--- config.mk ---
export PLATFORM = sky130hd
export DESIGN_NAME = power_event_accumulator
export DESIGN_NICKNAME = d
export VERILOG_FILES = /design/src/rtl/power_event_accumulator.sv
export SDC_FILE = /design/constraint.sdc
export NUM_CORES = 1
export LEC_CHECK = 0
export CORE_MARGIN = 2
export CORE_UTILIZATION = 60
export DETAILED_ROUTE_END_ITERATION = 10
export PLACE_DENSITY_LB_ADDON = 0.08
export SLEW_MARGIN = 20
export SYNTH_ARGS = -nofsm -noshare
export SYNTH_HDL_FRONTEND = slang
export SYNTH_SLANG_ARGS = --single-unit
--- constraint.sdc ---
create_clock -name i_clk -period 11.1 [get_ports i_clk]
set_input_delay 3.33 -clock i_clk [delete_from_list [all_inputs] [get_ports i_clk]]
set_output_delay 3.33 -clock i_clk [all_outputs]
set_load 0.03 [all_outputs]
--- src/rtl/power_event_accumulator.sv ---
// Weighted 0->1 event accumulator: per-channel power totals per fixed window, drained over valid/ready.
// Optional build macro PWR_SAT_EN: saturating accumulation with sticky per-channel sat flags.
module power_event_accumulator #(
   parameter int NSIG   = 8,
   parameter int NCH    = 4,
   parameter int CW     = 2,
   parameter int WW     = 4,
   parameter int AW     = 16,
   parameter int WINDOW = 256
) (
   input  logic               i_clk,
   input  logic               i_reset,
   input  logic               i_en,
   input  logic [NSIG-1:0]    i_sig,
   input  logic [NSIG*CW-1:0] i_sig_ch,
   input  logic [NSIG*WW-1:0] i_sig_w,
   output logic               o_out_valid,
   input  logic               i_out_ready,
   output logic [CW-1:0]      o_out_ch,
   output logic [AW-1:0]      o_out_total,
   output logic               o_out_last,
   output logic [NCH-1:0]     o_sat,
   output logic               o_overrun
);

   localparam int IW  = WW + $clog2(NSIG);
   localparam int WCW = $clog2(WINDOW);

   typedef enum logic {S_IDLE, S_RUN} ctl_t;
   typedef enum logic {S_EMPTY, S_SEND} drn_t;

   ctl_t             r_ctl;
   drn_t             r_drn;
   logic [NSIG-1:0]  r_sig_q;
   logic [AW-1:0]    r_acc  [NCH];
   logic [AW-1:0]    r_snap [NCH];
   logic [WCW-1:0]   r_wcnt;
   logic [CW-1:0]    r_rd_ptr;
   logic [NCH-1:0]   r_sat;
   logic             r_overrun;
   logic             r_out_valid;
   logic [CW-1:0]    r_out_ch;
   logic [AW-1:0]    r_out_total;
   logic             r_out_last;

   logic [NSIG-1:0]  w_rise;
   logic [AW-1:0]    w_upd [NCH];
   logic [NCH-1:0]   w_ovf;
   logic             w_hs;
   logic             w_last_hs;
   logic             w_drain_idle;
   logic             w_win_end;
   logic             w_load;
   logic [CW-1:0]    w_nxt_ptr;

   assign w_rise = i_sig & ~r_sig_q;

   genvar gi;
   generate
      for (gi = 0; gi < NCH; gi++) begin : g_ch
         logic [IW-1:0] w_inc;

         always_comb begin
            w_inc = '0;
            for (int i = 0; i < NSIG; i++) begin
               if (w_rise[i] && (i_sig_ch[i*CW +: CW] == CW'(gi)))
                  w_inc = w_inc + IW'(i_sig_w[i*WW +: WW]);
            end
         end

`ifdef PWR_SAT_EN
         logic [AW:0] w_sum;
         assign w_sum       = {1'b0, r_acc[gi]} + (AW+1)'(w_inc);
         assign w_upd[gi]   = w_sum[AW] ? {AW{1'b1}} : w_sum[AW-1:0];
         assign w_ovf[gi]   = w_sum[AW];
`else
         assign w_upd[gi]   = r_acc[gi] + AW'(w_inc);
         assign w_ovf[gi]   = 1'b0;
`endif
      end
   endgenerate

   // A final handshake on the window-end edge frees the drain for the new snapshot.
   assign w_hs         = r_out_valid & i_out_ready;
   assign w_last_hs    = w_hs & (r_rd_ptr == CW'(NCH-1));
   assign w_drain_idle = (r_drn == S_EMPTY) | w_last_hs;
   assign w_win_end    = (r_ctl == S_RUN) & (r_wcnt == WCW'(WINDOW-1));
   assign w_load       = w_win_end & w_drain_idle;
   assign w_nxt_ptr    = r_rd_ptr + 1'b1;

   always_ff @(posedge i_clk or posedge i_reset) begin
      if (i_reset) begin
         r_ctl     <= S_IDLE;
         r_sig_q   <= '0;
         r_wcnt    <= '0;
         r_sat     <= '0;
         r_overrun <= 1'b0;
         for (int c = 0; c < NCH; c++) r_acc[c] <= '0;
      end else begin
         r_sig_q <= i_sig;
         case (r_ctl)
            S_IDLE: begin
               if (i_en) r_ctl <= S_RUN;
            end
            S_RUN: begin
               if (i_en || w_win_end) r_sat <= r_sat | w_ovf;
               if (w_win_end && !w_drain_idle) r_overrun <= 1'b1;
               if (!i_en || w_win_end) begin
                  r_wcnt <= '0;
                  for (int c = 0; c < NCH; c++) r_acc[c] <= '0;
               end else begin
                  r_wcnt <= r_wcnt + 1'b1;
                  for (int c = 0; c < NCH; c++) r_acc[c] <= w_upd[c];
               end
               if (!i_en) r_ctl <= S_IDLE;
            end
            default: r_ctl <= S_IDLE;
         endcase
      end
   end

   always_ff @(posedge i_clk or posedge i_reset) begin
      if (i_reset) begin
         r_drn       <= S_EMPTY;
         r_rd_ptr    <= '0;
         r_out_valid <= 1'b0;
         r_out_ch    <= '0;
         r_out_total <= '0;
         r_out_last  <= 1'b0;
         for (int c = 0; c < NCH; c++) r_snap[c] <= '0;
      end else if (w_load) begin
         for (int c = 0; c < NCH; c++) r_snap[c] <= w_upd[c];
         r_drn       <= S_SEND;
         r_rd_ptr    <= '0;
         r_out_valid <= 1'b1;
         r_out_ch    <= '0;
         r_out_total <= w_upd[0];
         r_out_last  <= (NCH == 1);
      end else if (w_hs) begin
         if (w_last_hs) begin
            r_drn       <= S_EMPTY;
            r_rd_ptr    <= '0;
            r_out_valid <= 1'b0;
            r_out_last  <= 1'b0;
         end else begin
            r_rd_ptr    <= w_nxt_ptr;
            r_out_ch    <= w_nxt_ptr;
            r_out_total <= r_snap[w_nxt_ptr];
            r_out_last  <= (w_nxt_ptr == CW'(NCH-1));
         end
      end
   end

   assign o_out_valid = r_out_valid;
   assign o_out_ch    = r_out_ch;
   assign o_out_total = r_out_total;
   assign o_out_last  = r_out_last;
   assign o_sat       = r_sat;
   assign o_overrun   = r_overrun;

endmodule
After elaboration in Yosys (flattened, before gate mapping)
Cells that the tools add are included.
{ "word_totals": {"regBits": 168, "input_bits": 60, "out_inout_bits": 25} }
{ "classes": {"addsub": 34, "magnitude_cmp": 1, "eq_ne": 28, "n_mux": 53, "bitwise_logic": 9, "n_reduce_logical": 49} }
{ "ops": {"columns": ["op", "count"], "rows": [
  ["$add A7 B4 Y7", 28],
  ["$mux W7", 28],
  ["$mux W16", 5],
  ["$add A16 B7 Y16", 4],
  ["$mux W64", 1],
  ["$eq A2 B2 Y1 const B", 18],
  ["$logic_and A1 B1 Y1", 33],
  ["$bmux W16 S2", 1],
  ["$eq A2 B1 Y1 const B", 8],
  ["$logic_not A2 Y1", 8],
  ["$mux W4", 4],
  ["$mux W2", 6],
  ["$add A8 B1 Y8 const B", 1],
  ["$and A8 B8 Y8", 1],
  ["$eq A8 B8 Y1 const B", 1],
  ["$mux W8", 1],
  ["$not A8 Y8", 1],
  ["$mux W1", 7],
  ["$reduce_and A2 Y1", 3],
  ["$and A1 B1 Y1", 4],
  ["$reduce_bool A2 Y1", 2],
  ["$ge A3 B3 Y1 const B", 1],
  ["$not A2 Y3", 1],
  ["$add A2 B1 Y2 const B", 1],
  ["other kinds (5)", 6]
]} }

Longest topological paths before layout
{ "logic_depth": {"depth_word": 20, "depth_mapped": 51, "mapped_depth_nobuf": 50} }

Least setup slack after synthesis
Ideal clock, no wire load.
{ "synth_timing": {"path_kind": "input to register", "from": "input i_sig_ch[1]", "to": "register r_acc[47] (netlist bit)", "setup_time_ns": 0.121, "arrival_ns": 11.366, "required_time_ns": 10.979, "slack_ns": -0.387, "stages": 46, "path_buffers": 1, "path_cell_list": "clkbuf_1 nand2b_1 nor2_1 ha_1 inv_1 fa_1 nor2_1 nor2_1 inv_1 ha_1 a21o_1 a21oi_1 xnor2_1 mux2_2 ha_1 o21ai_0 nor2_1 o21ai_0 [10 not listed] ha_1 nor2_1 o21ai_0 nor3b_1 inv_1 nand2_1 ha_1 o21ai_0 inv_1 o21ai_0 nor4bb_1 xnor3_1 ha_1 nand2_1 o21a_1 nor4_1 o21ai_0 a22o_1"} }
{ "synth_via": {"elab_chain_len": 19} }
{ "synth_lines": {"columns": ["element", "line_no", "text"], "rows": [
  ["start: declaration", "15", "input logic [NSIG*CW-1:0] i_sig_ch,"],
  ["$eq A2 B1 Y1 (*)", "66", "if (w_rise[i] && (i_sig_ch[i*CW +: CW] == CW'(gi)))"],
  ["$logic_and A1 B1 Y1 (*)", "66", null],
  ["$mux W4 (*)", "66", null],
  ["$add A7 B4 Y7", "67", "w_inc = w_inc + IW'(i_sig_w[i*WW +: WW]);"],
  ["$mux W7 (*)", "66", null],
  ["$add A7 B4 Y7", "67", null],
  ["$mux W7 (*)", "66", null],
  ["$add A7 B4 Y7", "67", null],
  ["[3 not listed]", null, null],
  ["$add A7 B4 Y7", "67", null],
  ["$mux W7 (*)", "66", null],
  ["$add A7 B4 Y7", "67", null],
  ["$mux W7 (*)", "66", null],
  ["$add A7 B4 Y7", "67", null],
  ["$mux W7 (*)", "66", null],
  ["$add A16 B7 Y16 (*)", "77", "assign w_upd[gi] = r_acc[gi] + AW'(w_inc);"],
  ["$mux W64 (*)", "108", "if (!i_en || w_win_end) begin"],
  ["end: declaration", "35", "logic [AW-1:0] r_acc [NCH];"]
]} }
Every way passes the cells marked *; elsewhere a longest branch is shown, timed or not.
A chain may end at the register's enable or synchronous reset.

Final worst setup path
{ "layout_timing": {"from": "input i_sig_ch[1]", "to": "register r_snap[13] (netlist bit)"} }
{ "layout_via": {"elab_chain_len": 18} }
{ "layout_lines": {"columns": ["element", "line_no", "text"], "rows": [
  ["$eq A2 B2 Y1 (*)", "66", null],
  ["$logic_and A1 B1 Y1 (*)", "66", null],
  ["$mux W4 (*)", "66", null],
  ["$add A7 B4 Y7", "67", null],
  ["$mux W7 (*)", "66", null],
  ["$add A7 B4 Y7", "67", null],
  ["$mux W7 (*)", "66", null],
  ["$add A7 B4 Y7", "67", null],
  ["[2 not listed]", null, null],
  ["$mux W7 (*)", "66", null],
  ["$add A7 B4 Y7", "67", null],
  ["$mux W7 (*)", "66", null],
  ["$add A7 B4 Y7", "67", null],
  ["$mux W7 (*)", "66", null],
  ["$add A7 B4 Y7", "67", null],
  ["$mux W7 (*)", "66", null],
  ["$add A16 B7 Y16 (*)", "77", null],
  ["end: declaration", "36", "logic [AW-1:0] r_snap [NCH];"]
]} }
Marks and branches as above.

==> impl_results.md <==
* Outcome: complete, but fails checks
* Failing checks: setup timing
* Synth Area in Adders at about 16%
* Via count at 17600
* Most used DFF post-synth: dfrtp_1
* XOR/XNOR Fraction of Synth Area at under 10%
* Nets at 2458
* Max stage delay on crit path at 0.56 ns
* Hold WS at just under 0.5 ns
* Most frequent cells in the layout: buf_4 (380), nand2_1 (172), dfrtp_1 (168), nor2_1 (92), inv_1 (92)
* Critical-path top delay cell: fa_1
* CTS Root Cell: clkbuf_16
* Worst-Margin Slew at 1.36 ns
* Crit. End Element: flop
* Drt drc at 0
* Final wirelength at 64400 µm
* DP Wirelength at 34700 µm
* Die W at between 150 and 200 µm
* Final setup margin at -0.840 ns
* Number of antenna-violating nets in the routed design at 0
* Clock Latency Late Sink at about 0.46 ns
* Via density at 6.86
* Final min period at 11.94 ns
* Tcrit/Tclk final at 108%
* Slew headroom at 8.95%
* Worst-path clk slew at 0.08 ns
* Antenna violations before repair at 5
* Worst-path fanout max at 7
* H-tree level count at 4
* Most used cell, CP: ha_4
* Initial DRC Count at 2496
* Post-synthesis compound-gate area fraction at 20.8%
* Ratio of cells with drive above 1 in the final layout at 39.5%
* Mapped Avg Cell Area at roughly 8.8 µm²
* Port bufs at 80
* GRT Total Usage at between 30% and 40%
* Cell variety after synth at 84
* Ports at 85
* Commonest non-fill, non-tap cell in the layout: buf_4
* Max Cap Viol at 0
* Clock skew at between 0.02 and 0.03 ns
* Final Setup Violations at 95
* Synthesized instance count at roughly 1800
* GPL Wtd Cong at 0.917
* Mapped Area at 15700 µm²
* Global-route wire length before repair at 81600 µm
* CTS buffer count at 17
* Leakage at 0.0102 µW
* Largest net degree at the start of global routing at 103
* Post-synthesis async set-or-reset flop share at 100%
* Worst hold-check path type: flop to flop
* Mux cell area share after synthesis at 6.59%
* Layout Cells excl Fill at 2574
* GR Overflow Total at 0
* Fmax at around 84 MHz
* Die ar. at 27400 µm²
* First-pass DRT Iterations at 6
* WL per Instance at about 25 µm
* Hold Vio Cnt, Final at 0
* Yosys reg bits at 168
* Core Region at 25800 µm²
* Post-synth EDFFs at 0
* Synthesis Warnings at 0
* Slew Limit Fails at 0
* Die height at between 150 and 200 µm
* RSZ-0062 raised after global routing: yes
* CP Launch Type: input port
* Row cnt at ~60
* Vias in the first global route at 16000
* Starting Density at 60.6%
* Max VDD drop at around 0.27 mV
* Largest family of logic cells by synthesized area: compound AO/OA/AOI/OAI gates
* CP arrival at 12.29 ns
* CTS sink count at 168
* Crit path required time at between 10 and 15 ns
* P per Cell Area at 97.5 nW/µm²
* CTS tree: built
* # fillers at 1136
* Placed Cells at 2414
* Seq/Total Area, Yosys at a little over a quarter
* Simple-gate share of the synthesized area at 18.4%
* Clock buffer depth at 2
* Crit path kind: input port to flop
* Synthesis-to-layout area growth at 45.9%
critical path: cells and delay by family:
family                     cells  cell delay [ns]
muxes                          1             0.33
buffers and inverters          7             0.84
xor gates and xnor gates       2             0.22
adders and majority gates      8             2.76
AOI/OAI and AO/OA             17             2.79
and+or+nand+nor               11             1.97
final timing paths:
kind / start / end / slack, ns / depth (start not counted)
max in group asynchronous: i_reset / r_acc[7] / 6.22 / 4
setup reg to reg: r_sig_q[0] / r_snap[13] / 1.60 / 45
hold reg to reg: o_overrun / o_overrun / 0.49 / 1
setup / recovery: i_sig_ch[1] / r_snap[13] / -0.84 / 46
hold / removal: o_overrun / o_overrun / 0.49 / 1
min in group asynchronous: i_reset / r_acc[45] / 3.26 / 2
kinds of logic (layout without fill, tap and decap cells):
kind of cell	Yosys count	count (layout)
AND/OR/NAND/NOR	558	558
AO/OA/AOI/OAI	496	496
adder cells (fa/ha/maj)	177	177
buffers and inverters	174	631
flip-flops	168	168
XOR/XNOR	123	123
multiplexers	77	77
other	1	9
what timing repair did:
action,4_1_cts,5_1_grt
endpoints found under the setup margin,110,107
hold buffers,0,0
resized for setup,205,311
buffers inserted,82,45
pin swaps,98,182
layer usage:
| layer | part of all wire (%) | vias to the layer above | track usage (%) |
|---|---|---|---|
| li1 | - | 7317 | - |
| met1 | 36 | 8403 | 50.0 |
| met2 | 45 | 1428 | 61.0 |
| met3 | 12 | 489 | 8.57 |
| met4 | 6.8 | 12 | 15.5 |
| met5 | 0.39 | - | 0 |
power by group:
part | total (µW) | switching, µW | internal, µW
logic | 918 | 486 | 432
registers | 689 | 36.5 | 653
clock network | 620 | 315 | 305
total | 2230 | 838 | 1390
cell type report:
| type | count | area, µm² | area share, % |
|---|---|---|---|
| multi-input combinational | 1435 | 13200 | 57.7 |
| timing repair buffer | 488 | 3990 | 17.5 |
| clock inverter | 15 | 170 | 0.745 |
| clock buffer | 17 | 425 | 1.86 |
| tap | 335 | 419 | 1.84 |
| sequential | 168 | 4200 | 18.4 |
| inverter | 111 | 427 | 1.87 |
| antenna | 5 | 12.5 | 0.0548 |
sequential cells by signal (all words and copies together), names as in the netlist:
signal       cells
r_acc           64
r_snap          64
o_out_total     16
r_sig_q          8
r_wcnt           8
o_out_ch         2
r_rd_ptr         2
o_out_last       1
o_out_valid      1
o_overrun        1
r_ctl            1
synth_stat cells (30+ instances only):
library cell  number  area (µm²)
xnor2_1           99         867
mux2_2            35         394
o21ai_0          132         661
fa_1              32         641
dfrtp_1          168        4200
a21o_1            40         300
ha_1             145        1810
inv_1            109         409
clkbuf_1          54         203
a21oi_1           94         470
nor2b_1           30         188
nor2_1           123         462
nand2_1          192         721
metrics by stage:
step                      util (%)  cell area [µm²]  total power (µW)  worst slack [ns]  TNS, ns
final                         88.4            22800              2230            -0.840   -38.70
after CTS                     81.4            21000              2070           0.00189        0
after global placement        73.6            19000              1360             -1.26  -106.39
after global routing          88.4            22800              2310             -1.14   -68.82
after detailed placement      73.6            19000              1390             -1.47  -130.94
after floorplan                  -            15900              1110           -0.0128  -0.0128
(Power assumes the default switching activity.)
